File: src/rtl/alu_fifo_pkg.sv
// Shared types and width helpers for the ALU command pipeline.
// Optional feature macro: ALU_FIFO_DIV_EN (op 11 becomes divide instead of AND).
package alu_fifo_pkg;

  typedef enum logic [1:0] {
    OP_ADD = 2'b00,
    OP_SUB = 2'b01,
    OP_MUL = 2'b10,
    OP_X   = 2'b11
  } op_e;

  // Command word: {op[1:0], a[OPW-1:0], b[OPW-1:0]}
  function automatic int cw(input int opw);
    return 2 + 2 * opw;
  endfunction

  // Result word: wide enough for the full product plus one flag/sign bit
  function automatic int rw(input int opw);
    return 2 * opw + 1;
  endfunction

endpackage

File: src/rtl/alu_fifo_alu.sv
// Combinational executor for one command: op, a, b in; RW-bit result out.
// Macro ALU_FIFO_DIV_EN selects divide for op 11; otherwise op 11 is bitwise AND.
module alu_fifo_alu
  import alu_fifo_pkg::*;
#(
  parameter  int OPW = 4,
  localparam int RW  = rw(OPW)
) (
  input  logic [1:0]     op,
  input  logic [OPW-1:0] a,
  input  logic [OPW-1:0] b,
  output logic [RW-1:0]  result
);

  logic [RW-1:0]    a_ext;
  logic [RW-1:0]    b_ext;
  logic [2*OPW-1:0] prod;
  logic [RW-1:0]    op_x_res;

  assign a_ext = {{(RW-OPW){1'b0}}, a};
  assign b_ext = {{(RW-OPW){1'b0}}, b};
  assign prod  = {{OPW{1'b0}}, a} * {{OPW{1'b0}}, b};

`ifdef ALU_FIFO_DIV_EN
  logic [OPW-1:0] b_safe;
  logic [OPW-1:0] quo;
  logic [OPW-1:0] rem;
  logic           div_zero;

  // Divisor forced to 1 when b is zero so the divider never sees 0; that case
  // is overridden by the flagged result below anyway.
  assign div_zero = (b == '0);
  assign b_safe   = div_zero ? {{(OPW-1){1'b0}}, 1'b1} : b;
  assign quo      = div_zero ? {OPW{1'b1}} : (a / b_safe);
  assign rem      = div_zero ? a : (a % b_safe);
  assign op_x_res = {div_zero, rem, quo};
`else
  assign op_x_res = {{(RW-OPW){1'b0}}, a & b};
`endif

  // Opcode decode; subtract in RW bits equals the sign-extended OPW+1 difference
  always_comb begin
    result = '0;
    case (op_e'(op))
      OP_ADD:  result = a_ext + b_ext;
      OP_SUB:  result = a_ext - b_ext;
      OP_MUL:  result = {1'b0, prod};
      OP_X:    result = op_x_res;
      default: result = '0;
    endcase
  end

endmodule

File: src/rtl/alu_fifo_pipe.sv
// ALU command processor: DEPTH-entry command FIFO feeding a one-deep,
// backpressured result register. Commands complete strictly in order.
// Macro ALU_FIFO_DIV_EN (passed through to alu_fifo_alu) enables divide on op 11.
module alu_fifo_pipe
  import alu_fifo_pkg::*;
#(
  parameter  int OPW   = 4,
  parameter  int DEPTH = 8,
  localparam int CW    = cw(OPW),
  localparam int RW    = rw(OPW),
  localparam int LW    = $clog2(DEPTH + 1)
) (
  input  logic          clk,
  input  logic          reset,
  input  logic [CW-1:0] data,
  input  logic          valid,
  output logic          ready,
  output logic [RW-1:0] result,
  output logic          res_valid,
  input  logic          res_ready,
  output logic [LW-1:0] level
);

  localparam int            AW      = $clog2(DEPTH);
  localparam logic [LW-1:0] DEPTH_L = LW'(DEPTH);

  logic [CW-1:0] mem [DEPTH];

  logic [AW-1:0] wr_ptr_reg;
  logic [AW-1:0] rd_ptr_reg;
  logic [LW-1:0] level_reg;
  logic [RW-1:0] result_reg;
  logic          res_valid_reg;

  logic          push;
  logic          pop;
  logic [CW-1:0] head;
  logic [RW-1:0] alu_out;

  // ready comes from the registered count only: a same-cycle pop does not
  // open a slot for the incoming command.
  assign ready = (level_reg < DEPTH_L);
  assign push  = valid && ready;
  assign pop   = (level_reg != '0) && (!res_valid_reg || res_ready);

  // Head is read asynchronously so a command can execute on the edge right
  // after it was written (one-cycle latency through an empty FIFO).
  assign head = mem[rd_ptr_reg];

  alu_fifo_alu #(
    .OPW (OPW)
  ) u_alu (
    .op     (head[CW-1:CW-2]),
    .a      (head[2*OPW-1:OPW]),
    .b      (head[OPW-1:0]),
    .result (alu_out)
  );

  // Command storage write; contents are deliberately left unreset
  always_ff @(posedge clk) begin
    if (push) begin
      mem[wr_ptr_reg] <= data;
    end
  end

  // Pointer and occupancy bookkeeping; pointers wrap modulo DEPTH
  always_ff @(posedge clk or negedge reset) begin
    if (!reset) begin
      wr_ptr_reg <= '0;
      rd_ptr_reg <= '0;
      level_reg  <= '0;
    end else begin
      if (push) begin
        wr_ptr_reg <= wr_ptr_reg + AW'(1);
      end
      if (pop) begin
        rd_ptr_reg <= rd_ptr_reg + AW'(1);
      end
      if (push && !pop) begin
        level_reg <= level_reg + LW'(1);
      end else if (pop && !push) begin
        level_reg <= level_reg - LW'(1);
      end
    end
  end

  // Result stage: load on pop, drop when consumed with nothing new, else hold
  always_ff @(posedge clk or negedge reset) begin
    if (!reset) begin
      result_reg    <= '0;
      res_valid_reg <= 1'b0;
    end else if (pop) begin
      result_reg    <= alu_out;
      res_valid_reg <= 1'b1;
    end else if (res_valid_reg && res_ready) begin
      res_valid_reg <= 1'b0;
    end
  end

  assign result    = result_reg;
  assign res_valid = res_valid_reg;
  assign level     = level_reg;

endmodule

File: config.mk
export PLATFORM = sky130hd
export DESIGN_NAME = alu_fifo_pipe
export DESIGN_NICKNAME = d
export VERILOG_FILES = /design/src/rtl/alu_fifo_pkg.sv /design/src/rtl/alu_fifo_alu.sv /design/src/rtl/alu_fifo_pipe.sv
export SDC_FILE = /design/constraint.sdc
export NUM_CORES = 1
export LEC_CHECK = 0
export CORE_MARGIN = 1
export CORE_UTILIZATION = 25
export CTS_CLUSTER_DIAMETER = 60
export DETAILED_ROUTE_END_ITERATION = 10
export HOLD_SLACK_MARGIN = 0.03
export PLACE_DENSITY = 0.36
export RECOVER_POWER = 50
export SLEW_MARGIN = 25
export SYNTH_ARGS = -nofsm -noshare
export SYNTH_HDL_FRONTEND = slang
export SYNTH_SLANG_ARGS = --single-unit
File: constraint.sdc
create_clock -name clk -period 8.5 [get_ports clk]
set_input_delay 1.7 -clock clk [delete_from_list [all_inputs] [get_ports clk]]
set_output_delay 1.7 -clock clk [all_outputs]
set_load 0.03 [all_outputs]
# --- Word-level counts from Yosys, hierarchy flattened ---
# Memory sizes are Yosys's and may differ from the RTL's.
# Index checks and enable logic that the tools add are counted.
classes:
  shift: 0
  addsub: 6
  magnitude_cmp: 1
  muxes: 7
  n_bitwise: 1
  n_reduce_logical: 13
  div: 0
  n_eq_ne: 3
  n_mul: 1
ops:
  columns: ["operator", "count"]
  rows:
  - ["9-bit case mux with 4 select lines", 1]
  - ["4-bit by 4-bit multiplier with 8-bit output", 1]
  - ["4-bit two-way mux", 2]
  - ["3-bit by 1-bit adder with 3-bit output, second input constant", 2]
  - ["4-bit by 4-bit adder with 5-bit output", 1]
  - ["1-bit logical AND", 5]
  - ["4-bit by 4-bit subtractor with 5-bit output", 1]
  - ["4-bit by 1-bit adder with 4-bit output, second input constant", 1]
  - ["4-bit AND", 1]
  - ["2-bit == test, second input constant", 2]
  - ["4-bit less-than comparator, second input constant", 1]
  - ["1-bit two-way mux", 4]
  - ["2-bit nonzero test", 2]
  - ["4-bit nonzero test", 1]
  - ["4-bit by 1-bit subtractor with 4-bit output, second input constant", 1]
  - ["1-bit zero test", 3]
  - ["2-bit by 1-bit == test with 1-bit output, second input constant", 1]
  - ["2-bit zero test", 1]
  - ["1-bit logical OR", 1]
totals:
  n_memories: 1
  reg_bits: 20
  mem_bits_ro: 0
  mem_bits_rw: 80
  elab_cells: 38
  latch_bits: 0
mem_list:
  columns: ["name", "depth", "width", "read_ports", "rd_ports_with_merged_regs", "wr", "line", "text"]
  rows:
  - ["mem", 8, 10, 1, 0, 1, "alu_fifo_pipe.sv:27", "logic [CW-1:0] mem [DEPTH];"]

# --- Depth between registers and ports, before layout ---
# Gate-level depths: netlist of run 1.
logic_depth:
  ltp_word: 6
  depth_mapped: 16

# --- Modules after synthesis ---
# Synthesis of run 1 repeated with hierarchy kept, for this count alone.
unflattened:
  hier_cells: 310
  hier_area_um2: 4957.3
modules_own_cells:
  columns: ["module", "cells_per_inst", "area_each_um2", "instances", "seq_area_each_um2"]
  rows:
  - ["alu_fifo_pipe", 201, 4086.4, 1, 2902.8]
  - ["alu_fifo_alu", 109, 870.8, 1, 0.0]

# --- Worst setup path before layout of run 1 ---
# OpenSTA, ideal clock, no wires.
synth_path:
  kind: "reg-to-reg"
  start: "reg rd_ptr_reg[0]"
  end: "reg result_reg[6], in the netlist result[6]"
  path_stages_with_launch: 15
  t_required_ns: 8.423
  setup_slack_ns: 4.628
  t_arrival_ns: 3.795
  synth_period_minus_slack_ns: 3.872
  n_path_buf: 2
  path_cell_list: "dfrtp_1 -> buf_6 -> buf_2 -> mux4_2 -> mux2i_1 -> inv_1 -> ha_1 -> fa_1 -> ha_1 -> ha_1 -> nor2b_1 -> o21a_1 -> o21a_1 -> o31a_1 -> o21ai_1"
synth_via:
  elab_chain_cells: 3
synth_lines:
  columns: ["element", "line", "text"]
  rows:
  - ["from (decl)", "alu_fifo_pipe.sv:30", "logic [AW-1:0] rd_ptr_reg;"]
  - ["from (signal assigned)", "alu_fifo_pipe.sv:77", "rd_ptr_reg <= rd_ptr_reg + AW'(1);"]
  - ["memory read 8 x 10 bit *", null, null]
  - ["4-bit by 4-bit multiplier with 8-bit output, or another cell as far along", "alu_fifo_alu.sv:22", "assign prod = {{OPW{1'b0}}, a} * {{OPW{1'b0}}, b};"]
  - ["9-bit case mux with 4 select lines *", "alu_fifo_alu.sv:44", "case (op_e'(op))"]
  - ["to (signal assigned)", "alu_fifo_pipe.sv:93", "result_reg <= alu_out;"]
  - ["to (decl)", "alu_fifo_pipe.sv:32", "logic [RW-1:0] result_reg;"]
# Every way passes the cells marked *; elsewhere a longest branch is shown, timed or not.
# A chain may end at the register's enable or synchronous reset.

# --- Final worst setup path of run 1 ---
layout_path:
  start: "in res_ready"
  end: "reg level_reg[3], in the netlist level[3]"
layout_via:
  elab_chain_cells: 5
layout_lines:
  columns: ["element", "line", "text"]
  rows:
  - ["from (decl)", "alu_fifo_pipe.sv:20", "input logic res_ready,"]
  - ["1-bit logical OR *", "alu_fifo_pipe.sv:44", "assign pop = (level_reg != '0) && (!res_valid_reg || res_ready);"]
  - ["1-bit logical AND *", "alu_fifo_pipe.sv:44", null]
  - ["1-bit zero test", "alu_fifo_pipe.sv:79", "if (push && !pop) begin"]
  - ["1-bit logical AND", "alu_fifo_pipe.sv:79", null]
  - ["4-bit two-way mux or 2-bit nonzero test (tied branches)", null, null]
  - ["to (signal assigned)", "alu_fifo_pipe.sv:80", "level_reg <= level_reg + LW'(1);"]
  - ["to (signal assigned)", "alu_fifo_pipe.sv:82", "level_reg <= level_reg - LW'(1);"]
  - ["to (decl)", "alu_fifo_pipe.sv:31", "logic [LW-1:0] level_reg;"]
# Marks and branches as above.

==> results of run 1 <==
==> critical path: cells and delay by family <==
kind            cells  cell delay [ns]
buf+inv             4             1.34
compound gates      3             0.99
fa+ha+maj           2             0.65
xor+xnor            2             0.25
simple gates        1             0.07
==> cells by family after synthesis <==
logic type	after synthesis	synth area share, %
AOI/OAI and AO/OA	33	5.059
xor gates and xnor gates	10	1.825
adders and majority gates	32	9.439
buffers and inverters	28	2.581
DFF	100	60.50
muxes	38	14.39
and+or+nand+nor	66	6.206
==> worst paths after layout <==
| check | cells past startpoint | end | slack [ns] | start |
|---|---|---|---|---|
| max in group asynchronous | 1 | result[1]$_DFFE_PN0P_ | 6.29 | reset |
| min | 2 | result[3]$_DFFE_PN0P_ | 0.49 | result[3]$_DFFE_PN0P_ |
| max | 12 | level[3]$_DFFE_PN0P_ | 3.73 | res_ready |
| min reg2reg | 2 | result[3]$_DFFE_PN0P_ | 0.49 | result[3]$_DFFE_PN0P_ |
| min in group asynchronous | 1 | wr_ptr_reg[1]$_DFFE_PN0P_ | 1.54 | reset |
| max reg2reg | 14 | result[6]$_DFFE_PN0P_ | 4.14 | rd_ptr_reg[0]$_DFFE_PN0P_ |
==> cell type report <==
cell class	count	area, um2	area share, %
clock buffer	9	225.2	3.960
clock inverter	6	73.82	1.298
inverter	20	75.07	1.320
sequential	100	2903	51.05
multi-input combinational	179	1768	31.09
tap	234	292.8	5.149
timing repair buffer	38	349.1	6.139
==> per-layer routing <==
metal / up-vias / share of wire, % / global-route usage, %
met4: 0 / 1.2 / 3.432
met5: - / 0 / 0
met2: 28 / 49 / 18.18
met3: 7 / 2.9 / 3.009
li1: 1245 / - / -
met1: 1322 / 47 / 14.44
==> through the flow <==
| stage | hold WS [ns] | worst slack, ns | utilization (%) | cells | area, um2 |
|---|---|---|---|---|---|
| 3_5_place_dp | 0.4860 | 3.735 | 28.76 | 571 | 5398 |
| 3_3_place_gp | 0.4727 | 3.815 | 28.76 | 571 | 5398 |
| 4_1_cts | 0.5022 | 4.005 | 30.35 | 586 | 5697 |
| 6_report | 0.4931 | 3.729 | 30.30 | 586 | 5687 |
| 5_1_grt | 0.5383 | 3.364 | 30.30 | 586 | 5687 |
| 2_1_floorplan | 0.4805 | 4.628 | - | 307 | 4798 |
==> placed cells by master, fill, tap and decap left out, types with 2 or more instances in the layout <==
master	n
xnor2_1	9
mux2i_4	2
mux2_2	4
nand2_1	21
nor2_1	25
edfxtp_1	80
o21a_1	3
a21o_1	3
nor2b_1	4
inv_1	19
clkinv_4	2
nor3_1	4
a21oi_1	6
nand3_1	2
inv_8	2
dfrtp_1	20
buf_4	10
clkinv_1	2
ha_1	25
clkbuf_16	9
mux4_2	12
o21ai_0	5
fa_1	7
a211oi_1	3
nand2b_1	5
mux2i_1	12
mux4_1	8
dlygate4sd3_1	14
clkdlybuf4s50_1	13
==> flow_summary.json, run 1 <==
{
  "clk_pin_slew_ns": 0.07,
  "n_fill_cell": 1881,
  "max_freq_ghz": 0.2096,
  "port_buffers": 28,
  "firstDrtPassIters": 4,
  "path_cells": "dlygate4sd3_1 -> inv_1 -> a21oi_1 -> clkinv_1 -> ha_1 -> inv_1 -> ha_1 -> a21o_1 -> a21oi_1 -> xnor2_1 -> nor2_1 -> xnor2_1",
  "hp-class": "reg -> reg",
  "io_pins": 29,
  "grt_max_degree": 23,
  "nets": 394,
  "grt_use_total_pct": 11.15,
  "arrival_ns": 5.00,
  "clk_path_buf_depth": 2,
  "holdBufCountCts": 0,
  "htree_levels": 3,
  "place_congestion": 0.7551,
  "drive_gt1_share_pct": 13.07,
  "ys_top_cells_by_area": "edfxtp_1 50%, dfrtp_1 10%, ha_1 6.5%, mux4_2 5.6%, mux4_1 4.4%",
  "avgSynthCellArea_um2": 15.63,
  "antenna_found_initial": 0,
  "drtIter0Drc": 99,
  "fin_setup_tns_ns": 0,
  "grt_pass1_wl_um": 15820,
  "final_hold_viol_count": 0,
  "num_vias": 2602,
  "avgViaCountPerCell": 4.440,
  "fp-row-count": 50,
  "worstMarginPinSlew_ns": 1.113,
  "cts_tree": "built",
  "yosys.area.top_type": "edfxtp_1",
  "synth_ff_type": "edfxtp_1",
  "syn2layout_area_growth_pct": 18.51,
  "clock-skew-final_ns": 0.007261,
  "cts_setup_buffers": 0,
  "synth_edf_count": 80,
  "crit_fanout": 17,
  "wire_per_inst_um": 17.53,
  "die-area_um2": 19750,
  "async_reset_ff_share_pct": 20.00,
  "synthDistinctLibCells": 47,
  "cap_viol_max_count": 0,
  "cts-root-buf": "clkbuf_16",
  "grt_overflow": 0,
  "die_w_um": 140.5,
  "rsz0062_at_grt": "no",
  "synthTopCellsByCount": "80 x edfxtp_1, 25 x ha_1, 25 x nor2_1",
  "synth_cells": 307,
  "initial_core_util_pct": 25.57,
  "netlist.area_leader.share_pct": 50.07,
  "cp-start-kind": "input port",
  "syn_area_um2": 4798,
  "ys_seq_area_share_pct": 60.50,
  "syn_nets": 353,
  "slew_viol_final": 0,
  "die_h_um": 140.5,
  "finalSetupViolations": 0,
  "outcome": "finished, final reports clean",
  "finalWirelength_um": 10270,
  "cp_slowest_cell": "a21oi_1",
  "yosysMostFrequentCell": "edfxtp_1",
  "ant_nets": 0,
  "grt_pass1_vias": 2634,
  "drc_errors": 0,
  "min_period_over_period_pct": 56.13,
  "fp.coreArea_um2": 18770,
  "critPathCaptureType": "flip-flop",
  "finalCriticalPeriod_ns": 4.771,
  "relSlewSlack_pct": 25.77,
  "numCtsBuffers": 9,
  "dp_hpwl_um": 6998,
  "clkSinkCount": 100,
  "critPathKind": "in -> reg",
  "slowest_delay_ns": 0.66,
  "clk-insertion-delay-late_ns": 0.35,
  "cts_resized": 0,
  "yosysWarningCount": 0,
  "antenna_cells": 0,
  "largest_reg_flops": 80,
  "synth-seq-cells": 100,
  "cp.required_ns": 8.73
}
Power of run 1 is not shown: default switching activity piles up to over one toggle a cycle in this logic, so the estimate is an artifact.
==> inputs of run 2 (changes only) <==
--- a/config.mk
+++ b/config.mk
@@ -10,7 +10,7 @@
 export CTS_CLUSTER_DIAMETER = 60
 export DETAILED_ROUTE_END_ITERATION = 10
 export HOLD_SLACK_MARGIN = 0.03
-export PLACE_DENSITY = 0.36
+export PLACE_DENSITY = 0.38
 export RECOVER_POWER = 50
 export SLEW_MARGIN = 25
 export SYNTH_ARGS = -nofsm -noshare
==> constraint.sdc (replaced) <==
create_clock -name clk -period 3.9 [get_ports clk]
set_input_delay 0.78 -clock clk [delete_from_list [all_inputs] [get_ports clk]]
set_output_delay 0.78 -clock clk [all_outputs]
set_load 0.03 [all_outputs]
==> run 2 against run 1 <==
Setup slack got worse by 3.6 ns. Register-to-register slack got worse by 4.0 ns. Hold slack got worse by 0.0064 ns. Design area rose by 4.3%. Critical path type is now reg -> reg. Largest cell class unchanged.
==> flow_summary.json, run 2 (synthesis gave the netlist of run 1 again) <==
{
  "final_hold_viol_count": 0,
  "crit_fanout": 6,
  "avgViaCountPerCell": 4.326,
  "hp-class": "reg -> reg",
  "worstMarginPinSlew_ns": 1.214,
  "grt_pass1_vias": 2732,
  "grt_max_degree": 21,
  "nets": 418,
  "min_period_over_period_pct": 96.62,
  "finalCriticalPeriod_ns": 3.768,
  "cp.required_ns": 4.19,
  "ant_nets": 0,
  "fp-row-count": 50,
  "outcome": "finished, final reports clean",
  "io_pins": 29,
  "die-area_um2": 19750,
  "drive_gt1_share_pct": 21.22,
  "largest_reg_flops": 80,
  "clkSinkCount": 100,
  "initial_core_util_pct": 25.57,
  "cp_slowest_cell": "mux4_1",
  "syn2layout_area_growth_pct": 23.60,
  "cts-root-buf": "clkbuf_16",
  "n_fill_cell": 1888,
  "antenna_found_initial": 0,
  "clk-insertion-delay-late_ns": 0.35,
  "clk_path_buf_depth": 2,
  "fp.coreArea_um2": 18770,
  "firstDrtPassIters": 4,
  "final_cell_mix": "80 x edfxtp_1, 31 x buf_4, 25 x nor2_1, 25 x ha_1, 21 x nand2_1",
  "port_buffers": 28,
  "finalSetupViolations": 0,
  "numCtsBuffers": 9,
  "path_cells": "clkbuf_16 -> mux4_1 -> mux2i_2 -> inv_1 -> ha_1 -> ha_1 -> fa_1 -> inv_1 -> fa_2 -> nor2b_1 -> o21a_1 -> nor3_1 -> o31a_1 -> o21ai_1",
  "grt_overflow": 0,
  "htree_levels": 3,
  "critPathKind": "reg -> reg",
  "clk_pin_slew_ns": 0.08,
  "fin_util_pct": 31.60,
  "cp-start-kind": "flip-flop",
  "die_h_um": 140.5,
  "wire_per_inst_um": 17.06,
  "finalWirelength_um": 10420,
  "slew_viol_final": 0,
  "arrival_ns": 4.06,
  "die_w_um": 140.5,
  "max_freq_ghz": 0.2654,
  "grt_pass1_wl_um": 15830,
  "antenna_cells": 0,
  "final_common_cell": "edfxtp_1",
  "grt_use_total_pct": 11.05,
  "dp_hpwl_um": 7137,
  "relSlewSlack_pct": 19.04,
  "critPathCaptureType": "flip-flop",
  "num_vias": 2643,
  "drtIter0Drc": 126,
  "cap_viol_max_count": 0,
  "cts_tree": "built",
  "clock-skew-final_ns": 0.01045,
  "slowest_delay_ns": 0.56,
  "drc_errors": 0,
  "place_congestion": 0.7505
}
[run 2: changes by cell type in the layout (fill, tap and decap cells not counted), sizes merged]
cell and delta:
inv +2, clkinvlp +1, clkdlybuf4s50 +3, clkbuf +1, clkinv -1, buf +23
dlygate4sd3 -3, bufinv -1
[run 2: repair_timing]
item,CTS,global route
hold buffers,0,0
setup endpoints to repair,0,4
gates resized for setup,0,9
setup buffers,0,5
[run 2: worst paths after layout]
| path | to | startpoint | cells after the start | slack [ns] |
|---|---|---|---|---|
| worst min register to register | result[8]$_DFFE_PN0P_ | result[8]$_DFFE_PN0P_ | 2 | 0.49 |
| min in group asynchronous | res_valid$_DFFE_PN0P_ | reset | 1 | 0.66 |
| worst min-delay path | result[8]$_DFFE_PN0P_ | result[8]$_DFFE_PN0P_ | 2 | 0.49 |
| worst max register to register | result[6]$_DFFE_PN0P_ | rd_ptr_reg[0]$_DFFE_PN0P_ | 14 | 0.13 |
| worst max-delay path | result[6]$_DFFE_PN0P_ | rd_ptr_reg[0]$_DFFE_PN0P_ | 14 | 0.13 |
| max in group asynchronous | rd_ptr_reg[0]$_DFFE_PN0P_ | reset | 1 | 2.43 |
[run 2: worst max-delay path: cells and delay by family, from the launching register on]
| family | cells | cell delay [ns] |
|---|---|---|
| AND/OR/NAND/NOR | 2 | 0.22 |
| AO/OA/AOI/OAI | 3 | 0.55 |
| adder cells (fa/ha/maj) | 4 | 1.41 |
| buffers and inverters | 3 | 0.35 |
| flip-flops | 1 | 0.43 |
| multiplexers | 2 | 0.75 |
[run 2: metal layers]
layer,share of wire (%),vias to the layer above,track usage [%],wire length [um]
li1,-,1286,-,-
met1,47,1315,13.87,4950
met2,49,33,18.76,5094
met3,2.6,9,2.838,272
met4,1.0,0,3.146,104
met5,0,-,0,0
[run 2: cell type report]
cell class	instances	area [um2]	area share, %
clock inverter	7	66.31	1.118
tap	234	292.8	4.937
sequential	100	2904	48.97
multi-input combinational	179	1795	30.27
timing repair buffer	62	571.8	9.641
clock buffer	9	225.2	3.797
inverter	20	75.07	1.266
[run 2: metrics by stage]
step / std cells / setup TNS, ns / setup slack [ns] / hold slack (ns) / instance area [um2]
finish: 611 / 0 / 0.1318 / 0.4867 / 5931
global route: 611 / -0.05361 / -0.05361 / 0.5107 / 5931
CTS: 605 / 0 / 0.04171 / 0.4936 / 5849
detailed placement: 589 / 0 / 0.05614 / 0.4760 / 5558
global placement: 589 / 0 / 0.07101 / 0.4671 / 5558
floorplan: 307 / 0 / 0.02837 / 0.4805 / 4798
Power of run 2 is left out for the same reason.
==> inputs of run 3 (changes only) <==
--- a/config.mk
+++ b/config.mk
@@ -12,6 +12,7 @@
 export HOLD_SLACK_MARGIN = 0.03
 export PLACE_DENSITY = 0.38
 export RECOVER_POWER = 50
+export SKIP_CTS_REPAIR_TIMING = 1
 export SLEW_MARGIN = 25
 export SYNTH_ARGS = -nofsm -noshare
 export SYNTH_HDL_FRONTEND = slang
==> results of run 3 <==
No change in the layout: final DEF, timing and power equal those of run 2.
Power of run 3 is left out for the same reason.
